<file path="src/rtl/updown_counter_pkg.sv">
// Shared encodings for the up/down counter: boundary modes and FSM states.
package updown_counter_pkg;

  localparam logic [1:0] MODE_WRAP    = 2'b00;
  localparam logic [1:0] MODE_SAT     = 2'b01;
  localparam logic [1:0] MODE_ONESHOT = 2'b10;

  typedef enum logic {
    ST_RUN  = 1'b0,
    ST_DONE = 1'b1
  } state_e;

endpackage

</file>
<file path="src/rtl/updown_counter_next.sv">
// Combinational next-count and boundary detection for one enabled step.
module updown_counter_next
  import updown_counter_pkg::*;
#(
  parameter int unsigned WIDTH = 4
) (
  input  logic [WIDTH-1:0] count,
  input  logic [WIDTH-1:0] max_val,
  input  logic             en,
  input  logic             up_dn,
  input  logic [1:0]       mode,
  output logic [WIDTH-1:0] next_count,
  output logic             boundary
);

  always_comb begin
    boundary   = en & (up_dn ? (count >= max_val) : (count == '0));
    next_count = count;
    if (en) begin
      if (!boundary) begin
        next_count = up_dn ? count + WIDTH'(1) : count - WIDTH'(1);
      end else if (mode == MODE_SAT || mode == MODE_ONESHOT) begin
        // Holding also pulls an out-of-range count back to the new limit.
        next_count = (count > max_val) ? max_val : count;
      end else begin
        // Wrap; the reserved mode encoding lands here too.
        next_count = up_dn ? '0 : max_val;
      end
    end
  end

endmodule

</file>
<file path="src/rtl/updown_counter.sv">
// Up/down counter with programmable limit, load, and wrap/saturate/one-shot modes.
module updown_counter
  import updown_counter_pkg::*;
#(
  parameter int unsigned WIDTH     = 4,
  parameter int unsigned RESET_VAL = 0
) (
  input  logic             clk,
  input  logic             rst,
  input  logic             en,
  input  logic             up_dn,
  input  logic [1:0]       mode,
  input  logic             load,
  input  logic [WIDTH-1:0] load_val,
  input  logic [WIDTH-1:0] max_val,
  output logic [WIDTH-1:0] count,
  output logic             tc,
  output logic             done,
  output logic             at_zero,
  output logic             at_max
);

  localparam logic [WIDTH-1:0] RstCount = WIDTH'(RESET_VAL);

  state_e           state_q;
  logic             run_en;
  logic             boundary;
  logic [WIDTH-1:0] next_count;
  logic [WIDTH-1:0] load_clamped;

  // Once finished, a one-shot ignores en until load or reset.
  assign run_en       = en & (state_q == ST_RUN);
  assign load_clamped = (load_val > max_val) ? max_val : load_val;

  updown_counter_next #(
    .WIDTH (WIDTH)
  ) u_next (
    .count      (count),
    .max_val    (max_val),
    .en         (run_en),
    .up_dn      (up_dn),
    .mode       (mode),
    .next_count (next_count),
    .boundary   (boundary)
  );

  always_ff @(posedge clk or negedge rst) begin
    if (!rst) begin
      state_q <= ST_RUN;
      count   <= RstCount;
      tc      <= 1'b0;
      done    <= 1'b0;
    end else if (load) begin
      state_q <= ST_RUN;
      count   <= load_clamped;
      tc      <= 1'b0;
      done    <= 1'b0;
    end else begin
      count <= next_count;
      tc    <= boundary;
      if (boundary && mode == MODE_ONESHOT) begin
        state_q <= ST_DONE;
        done    <= 1'b1;
      end
    end
  end

  assign at_zero = (count == '0);
  assign at_max  = (count >= max_val);

endmodule

</file>
<file path="config.mk">
export PLATFORM = sky130hd
export DESIGN_NAME = updown_counter
export DESIGN_NICKNAME = d
export VERILOG_FILES = /design/src/rtl/updown_counter_pkg.sv /design/src/rtl/updown_counter_next.sv /design/src/rtl/updown_counter.sv
export SDC_FILE = /design/constraint.sdc
export NUM_CORES = 1
export LEC_CHECK = 0
export BUFFER_PORTS_ARGS = -buffer_cell sky130_fd_sc_hd__buf_2
export CORE_MARGIN = 1
export CORE_UTILIZATION = 30
export CTS_CLUSTER_SIZE = 40
export DETAILED_ROUTE_END_ITERATION = 10
export SYNTH_ARGS = -nofsm -noshare
export SYNTH_HDL_FRONTEND = slang
export SYNTH_SLANG_ARGS = --single-unit
</file>
<file path="constraint.sdc">
create_clock -name clk -period 2.76 [get_ports clk]
set_input_delay 0.414 -clock clk [delete_from_list [all_inputs] [get_ports clk]]
set_output_delay 0.414 -clock clk [all_outputs]
set_load 0.005 [all_outputs]
</file>
## Yosys cells after proc, flatten, opt, wreduce, memory -nomap -nowiden

Index checks and enable logic that the tools add are counted.

| storage, ports and cells | value |
|---|---|
| bits in registers | 6 |
| bits in latches | 0 |
| memory bits (writable) | 0 |
| ROM bits | 0 |
| input port bits | 15 |
| output and inout port bits | 8 |
| word-level logic and storage cells | 32 |
| memories | 0 |

| cells by class | value |
|---|---|
| add/subtract/negate cells | 2 |
| multiply operators | 0 |
| divide/modulo/power cells | 0 |
| $lt $le $gt $ge | 3 |
| eq/ne operators | 3 |
| shift operators | 0 |
| mux-type cells | 12 |
| bitwise logic cells | 3 |
| reductions and logical operators | 6 |

Operators by type and width:

| kind | count |
|---|---|
| 4-bit 2-to-1 mux | 8 |
| 4-bit greater-than comparator | 2 |
| 4-bit by 1-bit adder with 4-bit output, second input constant | 1 |
| 4-bit >= comparator | 1 |
| 4-bit zero test | 1 |
| 1-bit 2-to-1 mux | 4 |
| 4-bit inequality test, second input constant | 1 |
| 2-bit nonzero test | 2 |
| 4-bit by 1-bit subtractor with 4-bit output, second input constant | 1 |
| 1-bit bitwise AND | 2 |
| 2-bit by 1-bit equality test with 1-bit output, second input constant | 1 |
| 2-bit equality test, second input constant | 1 |
| 2-bit AND reduction | 1 |
| 1-bit logical AND | 1 |
| 1-bit logical OR | 1 |
| 1-bit inverter | 1 |

## Longest topological paths before layout

| logic depth | value |
|---|---|
| depth after elaboration | 6 |
| gate-level depth with buffers | 8 |
| gate-level depth less buffers | 8 |

## By module

From an unflattened synthesis, not the netlist that was laid out.

| unflattened totals | value |
|---|---|
| cells, all modules | 102 |
| area total of the unflattened synthesis | 932.1 µm² |

Modules (own cells, without submodules):

| module | times used | cells each | area an instance (µm²) |
|---|---|---|---|
| updown_counter | 1 | 44 | 470.5 |
| updown_counter_next | 1 | 58 | 461.7 |

## Least setup slack after synthesis

OpenSTA, ideal clock, no wires.

| path | value |
|---|---|
| path type | input to register |
| start | in max_val[2] |
| end | reg count[2] |
| library setup time | 0.073 ns |
| data arrival time | 1.905 ns |
| required time | 2.687 ns |
| path slack | 0.782 ns |
| stages | 8 |
| path buffers | 0 |
| path through | inv_1 ha_1 and4_1 nor2_2 a21oi_1 or2_2 a221o_1 a21oi_2 |

| on the way | value |
|---|---|
| cells in the longest elaborated chain, start to end | 6 |

RTL lines:

| item | RTL line | source |
|---|---|---|
| start, declared | updown_counter.sv:15 | `input logic [WIDTH-1:0] max_val,` |
| 4-bit >= comparator | updown_counter_next.sv:17 | `boundary = en & (up_dn ? (count >= max_val) : (count == '0));` |
| 1-bit 2-to-1 mux | updown_counter_next.sv:17 |  |
| 1-bit bitwise AND | updown_counter_next.sv:17 |  |
| 4-bit 2-to-1 mux | updown_counter_next.sv:20 | `if (!boundary) begin` |
| 4-bit 2-to-1 mux | updown_counter_next.sv:19 | `if (en) begin` |
| 4-bit 2-to-1 mux | updown_counter.sv:53 | `end else if (load) begin` |
| end signal, assigned | updown_counter.sv:50 | `count <= RstCount;` |
| end signal, assigned | updown_counter.sv:55 | `count <= load_clamped;` |
| end signal, assigned | updown_counter.sv:59 | `count <= next_count;` |
| end, declared | updown_counter.sv:16 | `output logic [WIDTH-1:0] count,` |

Several ways; a longest one is shown, not always the timed one. The select of a mux whose other input is x is not followed.
A chain may end at the register's enable or synchronous reset.

## Final worst setup path

| path | value |
|---|---|
| start | reg count[0] |
| end | reg count[2] |

| on the way | value |
|---|---|
| cells in the longest elaborated chain, start to end | 6 |

RTL lines:

| item | RTL line |
|---|---|
| 4-bit >= comparator or 4-bit zero test (tied branches) | updown_counter_next.sv:17 |
| 1-bit 2-to-1 mux | updown_counter_next.sv:17 |
| 1-bit bitwise AND | updown_counter_next.sv:17 |
| 4-bit 2-to-1 mux | updown_counter_next.sv:20 |
| 4-bit 2-to-1 mux | updown_counter_next.sv:19 |
| 4-bit 2-to-1 mux | updown_counter.sv:53 |

Several ways; a longest one is shown, not always the timed one. The select of a mux whose other input is x is not followed.

==> flow_summary.toml <==
[status]
outcome = "finished, final reports clean"

[drt]
firstDrtPassIters = 4
drc_errors = 0
vias = 819
vias_per_cell = 5.534
drtIter0Drc = 17
wl_per_cell_um = 13.91
wl_um = 2058
drtAntennaViolNets = 0

[final_layout]
final_common_cell = "buf_2"
instances_no_fill = 148
areaGrowthSynthToFinish_pct = 20.87
nets = 147
antennaDiodeCount = 0
layout_common_cells = "buf_2 (22), ha_1 (11), inv_1 (9), a21oi_1 (9)"
drive_gt1_share_pct = 33.90
final_util_pct = 38.84

[global_route]
antenna_found_initial = 0
grt.met2_usage_pct = 25.10
use_met3_pct = 3.390
grt_max_degree = 13
grt_busiest_layer = "met2"
grt_usage_pct = 16.56
grt_pass1_wl_um = 3477
use_met1_pct = 24.62
first_global_vias = 764
grt.overflow.total = 0

[power]
power_leakage_uw = 0.0005001
power_frac_seq_pct = 25.5
p_comb_share_pct = 61.4
p_int_uw = 344.6
swShare_pct = 43.63
clkPwrFrac_pct = 13.1
power.switching_uw = 266.7
ir_worst_vdd_mv = 0.4349
p_per_area_nw_per_um2 = 629.6

[setup_path]
setup.worst_path.start_class = "flip-flop"
cp.required_ps = 2930
critPathKind = "flip-flop to flip-flop"
path_max_fanout = 7
crit_arrival_ps = 2310
endpoint_kind = "flip-flop"

[placed_design]
gp_congestion = 0.8161
port_buffers = 22
dp_hpwl_um = 1722
placedCellCount = 144

[clock_network]
hold_buffers = 1
root_buffer = "clkbuf_4"
cts_resized = 0
cts.sinks = 6
post_cts_buffers = 0
cts_buffers = 3
clockBufferDepth = 2
path_clk_slew_ps = 50
clock_latency_ps = 240
cts-htree-levels = 1
cts_tree = "done"

[floorplanning]
rows = 18
chipWidth_um = 53.75
io_pins = 23
die_h_um = 53.75
coreArea_um2 = 2500
initial_core_util_pct = 32.13
die_area_um2 = 2889

[yosys]
synth_edf_count = 0
ys_types = 43
yosysWarnings = 0
ys.flop_type = "dfrtp_1"
synth_area_um2 = 803.3
syn_avg_cell_area_um2 = 8.545
syn-num-nets = 121
netlist_instances = 94
synthArstFlopShare_pct = 100.0
ys_seq_area_share_pct = 18.69
ys_seq_elements = 6

[sta]
grt_setup_unrepaired = "false"
report.final.setup_viol = 0
fmax_mhz = 466.1
finalCritPeriodShare_pct = 77.74
drv_slew = 0
min_period_ps = 2146
tns_ps = 0
finalClockSkew_ps = 8.700
slew_headroom_pct = 68.08
hold_viol_final = 0
worst_slew_pin_slew_ps = 475.6

[worst_hold_path]
hold_path.class = "primary input to flip-flop"

[run]
max-cap-violations = 0
-- critical path, stage by stage, from the launching register on --
cell     delay (ps)
dfrtp_1         500
inv_1            80
ha_1            270
and4_1          220
nor2_2          130
a21oi_1         110
or2_2           310
a221o_1         330
a21oi_2         110
-- sequential cells by signal, indices dropped and copies added, names as in the netlist --
name	flops
count	4
state_q	1
tc	1
-- cells in the mapped netlist, types with 2 or more instances --
| cell | n | area, um2 |
|---|---|---|
| nor3_1 | 2 | 10.01 |
| dfrtp_1 | 6 | 150.1 |
| and2b_2 | 2 | 17.52 |
| a311oi_1 | 2 | 17.52 |
| a21oi_1 | 9 | 45.04 |
| xnor2_1 | 3 | 26.28 |
| nand2_1 | 5 | 18.77 |
| ha_1 | 11 | 137.6 |
| nor2_1 | 6 | 22.52 |
| a22o_1 | 2 | 17.52 |
| inv_1 | 9 | 33.78 |
| o21ai_1 | 3 | 15.01 |
| mux2_2 | 2 | 22.52 |
| mux2i_1 | 3 | 30.03 |
-- power by group through the flow --
stage,Sequential [uW],Clock [uW],Combinational [uW]
5_1_grt,161,92.3,422
3_3_place_gp,157,0,369
6_report,156,80.1,375
3_5_place_dp,157,0,376
4_1_cts,158,82.6,378
2_1_floorplan,143,0,274
-- final cells by class --
type,count,area [um2]
fillers,261,1529
multi-input cells,76,603.1
flip-flops and latches,6,150.1
repair buffers,23,120.1
inverters,10,37.54
well taps,30,37.54
clock buffers,3,22.52
-- final timing paths --
kind | slack, ps | from | to | cells after the start
setup / recovery | 610 | count[0] | count[2] | 8
hold / removal | 470 | en | state_q | 3
setup reg to reg | 610 | count[0] | count[2] | 8
hold reg to reg | 550 | state_q | state_q | 2
max in group asynchronous | 2090 | rst | tc | 2
min in group asynchronous | 520 | rst | count[1] | 2
-- cells by family (layout without fill, tap and decap cells) --
kind of cell,count (synthesis),count (layout),share of synthesized area (%)
AND/OR/NAND/NOR,25,25,17.92
XOR/XNOR,3,3,3.272
flip-flops,6,6,18.69
buffers and inverters,12,36,6.230
adder cells (fa/ha/maj),12,12,19.63
AO/OA/AOI/OAI,31,31,27.73
multiplexers,5,5,6.542
-- metrics by stage --
step | hold WS, ps | area (um2) | total power [uW] | setup WS (ps)
4_1_cts | 462.4 | 970.9 | 618.4 | 604.3
6_report | 467.2 | 970.9 | 611.3 | 614.4
3_5_place_dp | 244.9 | 938.4 | 533.3 | 537.9
5_1_grt | 510.1 | 970.9 | 675.3 | 461.8
2_1_floorplan | 118.4 | 803.3 | 417.0 | 782.1
3_3_place_gp | 238.6 | 938.4 | 526.8 | 525.1
-- routing by layer --
metal / up-vias / wire [um]
li1: 397 / -
met1: 387 / 981
met2: 35 / 908
met3: 0 / 167
met4: 0 / 0
met5: - / 0
Power figures use the tool's default switching activity.
